### src/rtl/simon_input_conditioner.sv
// simon_input_conditioner: synchronises and debounces Simon buttons/switches into clean registered pulses and levels.
module simon_input_conditioner #(
    parameter int CLK_HZ      = 50000000,
    parameter int DEBOUNCE_MS = 10,
    parameter int LONG_MS     = 1000,
    parameter int N_BTN       = 2,
    parameter int SW_W        = 6
) (
    input  logic             clk,
    input  logic             rst_n,
    input  logic [N_BTN-1:0] push_n,
    input  logic [SW_W-1:0]  sw,
    output logic [N_BTN-1:0] press,
    output logic [N_BTN-1:0] long_press,
    output logic [N_BTN-1:0] held,
    output logic [SW_W-1:0]  sw_stable,
    output logic [SW_W-1:0]  sw_at_press
);
    localparam int DB_CYC   = CLK_HZ / 1000 * DEBOUNCE_MS;
    localparam int LONG_CYC = CLK_HZ / 1000 * LONG_MS;
    localparam int CNT_MAX  = DB_CYC > LONG_CYC ? DB_CYC : LONG_CYC;
    localparam int CW       = $clog2(CNT_MAX + 1);
    localparam logic [CW-1:0] DB_LAST   = CW'(DB_CYC - 1);
    localparam logic [CW-1:0] LONG_LAST = CW'(LONG_CYC - 1);
    localparam logic [CW-1:0] LONG_SAT  = CW'(LONG_CYC);

    typedef enum logic [1:0] {IDLE, DB_PRESS, PRESSED, DB_RELEASE} btn_state_e;

    logic [N_BTN-1:0] push_s1_q, push_s2_q, pressed;
    logic [SW_W-1:0]  sw_s1_q, sw_s2_q;
    btn_state_e       state_q [N_BTN];
    btn_state_e       state_d [N_BTN];
    logic [CW-1:0]    db_cnt_q [N_BTN];
    logic [CW-1:0]    db_cnt_d [N_BTN];
    logic [CW-1:0]    hold_cnt_q [N_BTN];
    logic [CW-1:0]    hold_cnt_d [N_BTN];
    logic [CW-1:0]    sw_cnt_q [SW_W];
    logic [CW-1:0]    sw_cnt_d [SW_W];
    logic [N_BTN-1:0] press_q, press_d, long_press_q, long_press_d, held_q, held_d;
    logic [SW_W-1:0]  sw_stable_q, sw_stable_d, sw_at_press_q, sw_at_press_d;

    assign pressed = ~push_s2_q;

    always_comb begin
        for (int b = 0; b < N_BTN; b++) begin
            state_d[b]      = state_q[b];
            db_cnt_d[b]     = db_cnt_q[b];
            hold_cnt_d[b]   = hold_cnt_q[b];
            press_d[b]      = 1'b0;
            long_press_d[b] = 1'b0;
            case (state_q[b])
                IDLE: begin
                    if (pressed[b]) begin
                        state_d[b]  = DB_PRESS;
                        db_cnt_d[b] = '0;
                    end
                end
                DB_PRESS: begin
                    if (!pressed[b]) begin
                        state_d[b] = IDLE;
                    end else if (db_cnt_q[b] == DB_LAST) begin
                        state_d[b]    = PRESSED;
                        press_d[b]    = 1'b1;
                        hold_cnt_d[b] = '0;
                    end else begin
                        db_cnt_d[b] = db_cnt_q[b] + CW'(1);
                    end
                end
                PRESSED: begin
                    // Saturating at LONG_CYC means LONG_CYC-1 is crossed only once per press.
                    if (hold_cnt_q[b] != LONG_SAT) begin
                        hold_cnt_d[b]   = hold_cnt_q[b] + CW'(1);
                        long_press_d[b] = (hold_cnt_q[b] + CW'(1)) == LONG_LAST;
                    end
                    if (!pressed[b]) begin
                        state_d[b]  = DB_RELEASE;
                        db_cnt_d[b] = '0;
                    end
                end
                DB_RELEASE: begin
                    if (pressed[b]) begin
                        state_d[b] = PRESSED;
                    end else if (db_cnt_q[b] == DB_LAST) begin
                        state_d[b] = IDLE;
                    end else begin
                        db_cnt_d[b] = db_cnt_q[b] + CW'(1);
                    end
                end
                default: state_d[b] = IDLE;
            endcase
            held_d[b] = (state_d[b] == PRESSED) || (state_d[b] == DB_RELEASE);
        end
        for (int i = 0; i < SW_W; i++) begin
            sw_stable_d[i] = sw_stable_q[i];
            sw_cnt_d[i]    = '0;
            if (sw_s2_q[i] != sw_stable_q[i]) begin
                if (sw_cnt_q[i] == DB_LAST) sw_stable_d[i] = sw_s2_q[i];
                else sw_cnt_d[i] = sw_cnt_q[i] + CW'(1);
            end
        end
        // Capture the pre-update value so a coincident switch change is not seen.
        sw_at_press_d = press_d[0] ? sw_stable_q : sw_at_press_q;
    end

    always_ff @(posedge clk or negedge rst_n) begin
        if (!rst_n) begin
            push_s1_q     <= '1;
            push_s2_q     <= '1;
            sw_s1_q       <= '0;
            sw_s2_q       <= '0;
            press_q       <= '0;
            long_press_q  <= '0;
            held_q        <= '0;
            sw_stable_q   <= '0;
            sw_at_press_q <= '0;
            for (int b = 0; b < N_BTN; b++) begin
                state_q[b]    <= IDLE;
                db_cnt_q[b]   <= '0;
                hold_cnt_q[b] <= '0;
            end
            for (int i = 0; i < SW_W; i++) sw_cnt_q[i] <= '0;
        end else begin
            push_s1_q     <= push_n;
            push_s2_q     <= push_s1_q;
            sw_s1_q       <= sw;
            sw_s2_q       <= sw_s1_q;
            press_q       <= press_d;
            long_press_q  <= long_press_d;
            held_q        <= held_d;
            sw_stable_q   <= sw_stable_d;
            sw_at_press_q <= sw_at_press_d;
            for (int b = 0; b < N_BTN; b++) begin
                state_q[b]    <= state_d[b];
                db_cnt_q[b]   <= db_cnt_d[b];
                hold_cnt_q[b] <= hold_cnt_d[b];
            end
            for (int i = 0; i < SW_W; i++) sw_cnt_q[i] <= sw_cnt_d[i];
        end
    end

    assign press       = press_q;
    assign long_press  = long_press_q;
    assign held        = held_q;
    assign sw_stable   = sw_stable_q;
    assign sw_at_press = sw_at_press_q;
endmodule

### config.mk
export PLATFORM = sky130hd
export DESIGN_NAME = simon_input_conditioner
export DESIGN_NICKNAME = d
export VERILOG_FILES = /design/src/rtl/simon_input_conditioner.sv
export SDC_FILE = /design/constraint.sdc
export NUM_CORES = 1
export LEC_CHECK = 0
export ABC_AREA = 0
export CORE_MARGIN = 8
export CORE_UTILIZATION = 60
export CTS_CLUSTER_SIZE = 20
export DETAILED_ROUTE_END_ITERATION = 16
export MAX_ROUTING_LAYER = met4
export PLACE_DENSITY = 0.79
export RECOVER_POWER = 25
export SETUP_SLACK_MARGIN = 0.3
export SYNTH_ARGS = -nofsm -noshare
export SYNTH_HDL_FRONTEND = slang
export SYNTH_SLANG_ARGS = --single-unit
### constraint.sdc
create_clock -name clk -period 3.7 [get_ports clk]
set_clock_uncertainty 0.1 [all_clocks]
set_input_delay 0.37 -clock clk [delete_from_list [all_inputs] [get_ports clk]]
set_output_delay 0.37 -clock clk [all_outputs]
set_load 0.005 [all_outputs]
==> results.md, run 1 <==
- Clock Tree Buf Depth: 3
- Tmin final: 2.92 ns
- DRC viols: 0
- Vias: around 11000
- Vert. Die Dim: roughly 170 um
- Row count: 58
- Area delta synth->final: 10.9%
- Setup Slack @ Placement: about 0.76 ns
- Drt wl/cell: ~15 um
- Top_reg_cell synth: dfrtp_1
- Synthesized netlist cell count: 1594
- Grt total ovfl: 0
- Initial Util: about 60%
- Distinct cells, synth: 65
- Core area: 24900 um^2
- Worst r2r src: hold_cnt_q[27]
- Failing checks: capacitance limit, slew limit
- Yosys top cell area share: 48.7%
- Worst-path clk slew: 0.06 ns
- Design Area, Final: roughly 17000 um^2
- Clock root buffer: clkbuf_16
- Tcrit/Tclk final: between 70% and 80%
- Compound-Gate Fraction of Synth Area: under 10%
- Layout filler cell count: 1941
- Post-synth top cells: dfrtp_1 (293), nor2_1 (290), xor2_1 (121)
- Count leader, synth: dfrtp_1
- Final #Nets: between 1500 and 2000
- Peak supply drop: approximately 330 uV
- Vias per std cell: approximately 6
- Sequential cell area: 7440 um^2
- Dominant cells by area after synthesis: dfrtp_1 (49%), nor2_1 (7.2%), xor2_1 (7.0%)
- Yosys reg bits: between 200 and 300
- CP Launch Type: register
- Combinational family with the most area after synthesis: simple AND/OR/NAND/NOR gates
- Syn_nets: about 1600
- Cell taking the most area after synthesis: dfrtp_1
- Post-synthesis simple-gate area fraction: between 20% and 30%
- RSZ-0062 raised after global routing: no
- Utilization after layout: 67.1%
- Slew Limit Fails: roughly 120
- Lkg Pwr: roughly 7.1 nW
- Inserted Clock Buffers: 31
- Antenna cells: 0
- Worst hold stages: 0
- Number of synthesized flops with an enable pin: 0
- First-pass GRT wire length: between 50 and 60 mm
- # IOs: 28
- Initial antenna violation count: 0
- Die ar.: slightly above 30000 um^2
- Post-synthesis mux area share: about 1.2%
- Yosys warns: 0
- R2r worst-path depth: 7
- Final hold vios: 0
- CP endpoint kind: register
- Final setup viols: 0
- Hold Path Sink: push_s2_q[0]
- Footprint of the multi-input gates: roughly 7200 um^2
- Asr flop ratio synth: 100%
- Die W: between 150 and 200 um
- Synth Area in Adders: under 10%
- Post-DP Area: about 16000 um^2
- Hold_sp: push_s1_q[0]
- Max_cap viols: 1
- Sink Count: roughly 300
- Cell area power density: slightly above 400 nW/um^2
- Setup repair bufs after CTS: 0
- WP data arrival: 3.26 ns
- Vias in the first global route: between 10000 and 15000
- Avg Cell Area, Syn: approximately 9.4 um^2
- Hpwl dp: 19.3 mm
- GRT Total Usage: 20.0%
- Critical path type: reg -> reg
- Worst relative slew slack: -12.6%
- Synth Area in XOR/XNOR: between 10% and 20%
- Drt pass-1 iters: 5
- CTS tree: built
- Largest net degree at the start of global routing: roughly 120
- Worst min-delay path category: reg -> reg
- Worst R2R End: long_press[0]
- Sequential share of the synthesized area: around half
- Worst reg2reg setup slack: just under 0.8 ns
- F_max: roughly 0.34 GHz
- IO buf count: 27
- Worst Path Required: a little over 4 ns
- Number of H-tree levels: 1
- Synthesized cell area: ~15000 um^2
- Drt total wl: 29.4 mm
- Gpl congestion: ~0.86
- Worst Tran Pin Value: 1.69 ns
- Share of post-route cells with drive strength above 1: under 10%
- Remaining antenna violation count after routing: 0
- CP max FO: 9
- Initial DRC count: 740
- Clock latency on the worst-skew pair: 0.55 ns
- Worst path setup slack after routing: roughly 0.78 ns
- Setup TNS: 0 ns
- Status: complete, but fails checks
-- cells by family after synthesis --
family                     after synthesis
and+or+nand+nor                        793
DFF                                    297
xor gates and xnor gates               203
AOI/OAI and AO/OA                      169
buffers and inverters                  102
muxes                                   16
adders and majority gates               14
-- worst max-delay path: stages (launching register included) --
cell,delay [ns]
dfrtp_1,0.48
ha_1,0.32
and3_1,0.24
nand2_1,0.21
or4_1,0.53
a2111oi_0,0.51
nand4_1,0.17
a2111oi_2,0.25
-- power breakdown --
part	switching [W]	total (W)	leakage [nW]	internal, W
Combinational	0.000128	0.000174	2.43	0.0000461
Clock	0.00125	0.00324	0.536	0.00199
Sequential	0.0000345	0.00332	4.09	0.00329
Total	0.00141	0.00673	7.05	0.00532
-- sequential cells by signal, indices dropped and copies added (netlist names), 3 cells and up --
signal and cells:
hold_cnt_q 52, sw_s2_q 6, db_cnt_q 52, sw_cnt_q 156, sw_at_press 6, sw_s1_q 6
state_q 3, sw_stable 6
-- cell type report --
class | count | share of cell area (%)
Sequential cell | 297 | 44.5
Multi-Input combinational cell | 1195 | 43.3
Clock buffer | 41 | 5.23
Timing Repair Buffer | 43 | 2.47
Tap cell | 330 | 2.47
Clock inverter | 15 | 1.21
Inverter | 36 | 0.809
-- through the flow --
| step | total power, W | hold slack [ns] | std cells |
|---|---|---|---|
| floorplan | 0.00345 | -0.0256 | 1594 |
| global placement | 0.00355 | 0.234 | 1900 |
| detailed placement | 0.00356 | 0.236 | 1900 |
| CTS | 0.00681 | 0.110 | 1957 |
| global route | 0.00696 | 0.255 | 1957 |
| finish | 0.00673 | 0.253 | 1957 |
-- worst max-delay path by stage --
stage / endpoint / slack, ns / start
2_1_floorplan: long_press[0] / 1.18 / hold_cnt_q[34]
3_3_place_gp: hold_cnt_q[7] / 0.91 / hold_cnt_q[8]
3_5_place_dp: long_press[0] / 0.76 / hold_cnt_q[27]
4_1_cts: long_press[0] / 0.81 / hold_cnt_q[27]
5_1_grt: hold_cnt_q[43] / 0.50 / rst_n
6_report: long_press[0] / 0.78 / hold_cnt_q[27]
-- timing repair --
action                    in CTS  in global routing
hold buffers                   1                  0
hold endpoints to repair     117                  0
gates resized for setup        0                  0
-- per-layer routing --
metal / global-route usage [%] / wire length (um) / up-vias
li1: - / - / 5596
met1: 25.7 / 13500 / 5562
met2: 32.7 / 14100 / 199
met3: 2.76 / 1050 / 56
met4: 5.95 / 746 / 0
met5: - / 0 / -
-- layout by cell type (no fill, tap or decap), drive strengths merged, types with 24 or more instances in the layout --
cell and n:
dfrtp 293, nor2 292, xor2 121, nand2 104, nand3 97, xnor2 82, o21ai 74, nand4 62
clkbuf 43, and3 39, nor3 38, inv 36, and4 33, nor4 30, a21oi 28, o31ai 24
Power figures use the tool's default switching activity.
==> run 2: changes to the inputs <==
Settings changed: CORE_UTILIZATION 60 to 57.
Clock period 3.7 ns to 2.5 ns, I/O delays scaled along.
==> results.md, run 2 (synthesis results as in run 1) <==
- Status: complete, but fails checks
- Failing checks: setup timing
- Sequential cell area: 7450 um^2 (+0.15%)
- Drt total wl: 37.7 mm (+28%)
- Worst Tran Pin Value: 1.44 ns (-0.246 ns)
- CP max FO: 5 (-4)
- Gpl congestion: 0.921 (+6.6%)
- Number of H-tree levels: 1 (unchanged)
- R2r worst-path depth: 6 (-1)
- Initial Util: 58.0% (-2.5 points)
- IO buf count: 27 (unchanged)
- CP Launch Type: register
- Tmin final: 2.55 ns (-0.374 ns)
- Vias in the first global route: 11974 (+7.2%)
- Worst R2R End: long_press[0]
- Utilization after layout: 73.1% (+6.0 points)
- # IOs: 28 (unchanged)
- Vias per std cell: 6.11 (+4.7%)
- Critical path type: reg -> reg
- Lkg Pwr: 8.16 nW (+16%)
- Clock latency on the worst-skew pair: 0.56 ns (about the same)
- GRT Total Usage: 21.4% (+1.4 points)
- Hold_sp: sw[4]
- Hpwl dp: 20.6 mm (+6.9%)
- Worst path setup slack after routing: -0.0492 ns (-0.826 ns)
- Worst-path clk slew: 0.06 ns (about the same)
- Largest net degree at the start of global routing: 73 (-41%)
- Worst relative slew slack: 3.78% (+16 points)
- Clock Tree Buf Depth: 3 (unchanged)
- Worst reg2reg setup slack: -0.05 ns (-0.83 ns)
- Final hold vios: 0 (unchanged)
- DRC viols: 0 (unchanged)
- Worst r2r src: hold_cnt_q[41]
- Leading cell type in the layout, fill and taps excluded: dfrtp_1
- Slew Limit Fails: 0 (-100%)
- RSZ-0062 raised after global routing: yes
- Vias: 12694 (+11%)
- Final setup viols: 1 (+1)
- Inserted Clock Buffers: 31 (unchanged)
- Sink Count: 297 (unchanged)
- Footprint of the multi-input gates: 8370 um^2 (+16%)
- Peak supply drop: 652 uV (+95%)
- Top reg by flops: sw_cnt_q
- Commonest cells after routing, fill and taps aside: dfrtp_1 (284), nor2_1 (276), xor2_1 (121)
- Final #Nets: 1748 (+7.4%)
- Hold Path Sink: sw_s1_q[4]
- Setup TNS: -0.0492 ns (-0.0492 ns)
- Clock root buffer: clkbuf_16
- Initial DRC count: 1188 (+61%)
- Row count: 59 (+1.7%)
- Worst hold stages: 1 (+1)
- Worst Path Required: 2.85 ns (-1.18 ns)
- F_max: 0.392 GHz (+15%)
- Final Non-Filler Cells: 2079 (+6.2%)
- Max_cap viols: 0 (-1)
- Area delta synth->final: 26.1%
- Core area: 26000 um^2 (+4.4%)
- CP endpoint kind: register
- Cell area power density: 522 nW/um^2 (+29%)
- Dpl cells: 1957 (+3.0%)
- Max FFs per register: 156 (unchanged)
- Setup Slack @ Placement: 0.0231 ns (-0.740 ns)
- Largest regs: sw_cnt_q x156, db_cnt_q x52, hold_cnt_q x52
- Die ar.: 31900 um^2 (+4.8%)
- CTS tree: built
- Layout filler cell count: 1694 (-13%)
- Vert. Die Dim: 179 um (+2.4%)
- Hold WS: 0.146 ns (-0.107 ns)
- Drt pass-1 iters: 6 (+1)
- Drt wl/cell: 18.1 um (+21%)
- First-pass GRT wire length: 56.5 mm (+8.6%)
- Initial antenna violation count: 0 (unchanged)
- Share of post-route cells with drive strength above 1: 22.8% (+16 points)
- Antenna cells: 0 (unchanged)
- WP data arrival: 2.90 ns (-0.36 ns)
- Worst min-delay path category: in -> reg
- Remaining antenna violation count after routing: 0 (unchanged)
- Die W: 179 um (+2.4%)
- Grt total ovfl: 0 (unchanged)
- Tcrit/Tclk final: 102% (+23 points)
## run 2: cell count changes in the layout (fill, tap and decap cells not counted), moves of 10 or more
cell     delta
buf_4      +80
o21ai_0    -58
o21ai_2    +30
o21ai_1    +24
buf_6      +19
nor3_1     -17
nor2_1     -14
nor4_1     -11
nor2_4     +10
nor3_4     +10
## run 2: power breakdown
part | leakage, nW | internal [W] | switching, W
Clock | 0.507 | 0.00282 | 0.00187
Sequential | 4.07 | 0.00486 | 0.0000509
Combinational | 3.58 | 0.0000989 | 0.000211
Total | 8.16 | 0.00778 | 0.00213
## run 2: how the worst max path moves through the flow
stage / slack [ns] / to / start / cells past startpoint
floorplan: 0.15 / long_press[0] / hold_cnt_q[27] / 7
global placement: 0.1 / long_press[0] / hold_cnt_q[27] / 7
detailed placement: 0.02 / long_press[0] / hold_cnt_q[27] / 7
CTS: 0.07 / long_press[0] / hold_cnt_q[27] / 7
global route: -0.14 / long_press[0] / hold_cnt_q[27] / 7
finish: -0.05 / long_press[0] / hold_cnt_q[41] / 6
## run 2: critical path: stages, from the launching register on
cell and delay, ns:
dfrtp_1 0.45, and3_2 0.28, nand4_1 0.22, or4_4 0.50, a2111oi_4 0.31, nand4_1 0.23, a2111oi_4 0.36
## run 2: per-layer routing
metal  part of all wire (%)  global-route usage (%)  wire (um)
met5                      0                       -          0
met4                    3.2                    6.06       1220
met3                    5.6                    2.94       2100
met2                     50                    34.7      18700
met1                     41                    27.8      15600
## run 2: layout make-up
type | count | share of cell area [%]
Clock buffer | 45 | 4.83
Tap cell | 335 | 2.21
Sequential cell | 297 | 39.2
Inverter | 36 | 0.724
Timing Repair Buffer | 159 | 8.34
Clock inverter | 8 | 0.632
Multi-Input combinational cell | 1199 | 44.0
## run 2: repair_timing
action / CTS / global route
buffers inserted: 19 / 35
cloned: 4 / 9
hold buffers: 2 / 0
hold endpoints to repair: 267 / 0
pin swaps: 19 / 71
endpoints found under the setup margin: 114 / 187
gates resized for setup: 64 / 230
## run 2: stage by stage
stage	instance area (um^2)	power, W
after floorplan	15300	0.00511
after global placement	16200	0.00527
after detailed placement	16200	0.00527
after CTS	17800	0.00997
after global routing	19000	0.0102
final	19000	0.00991
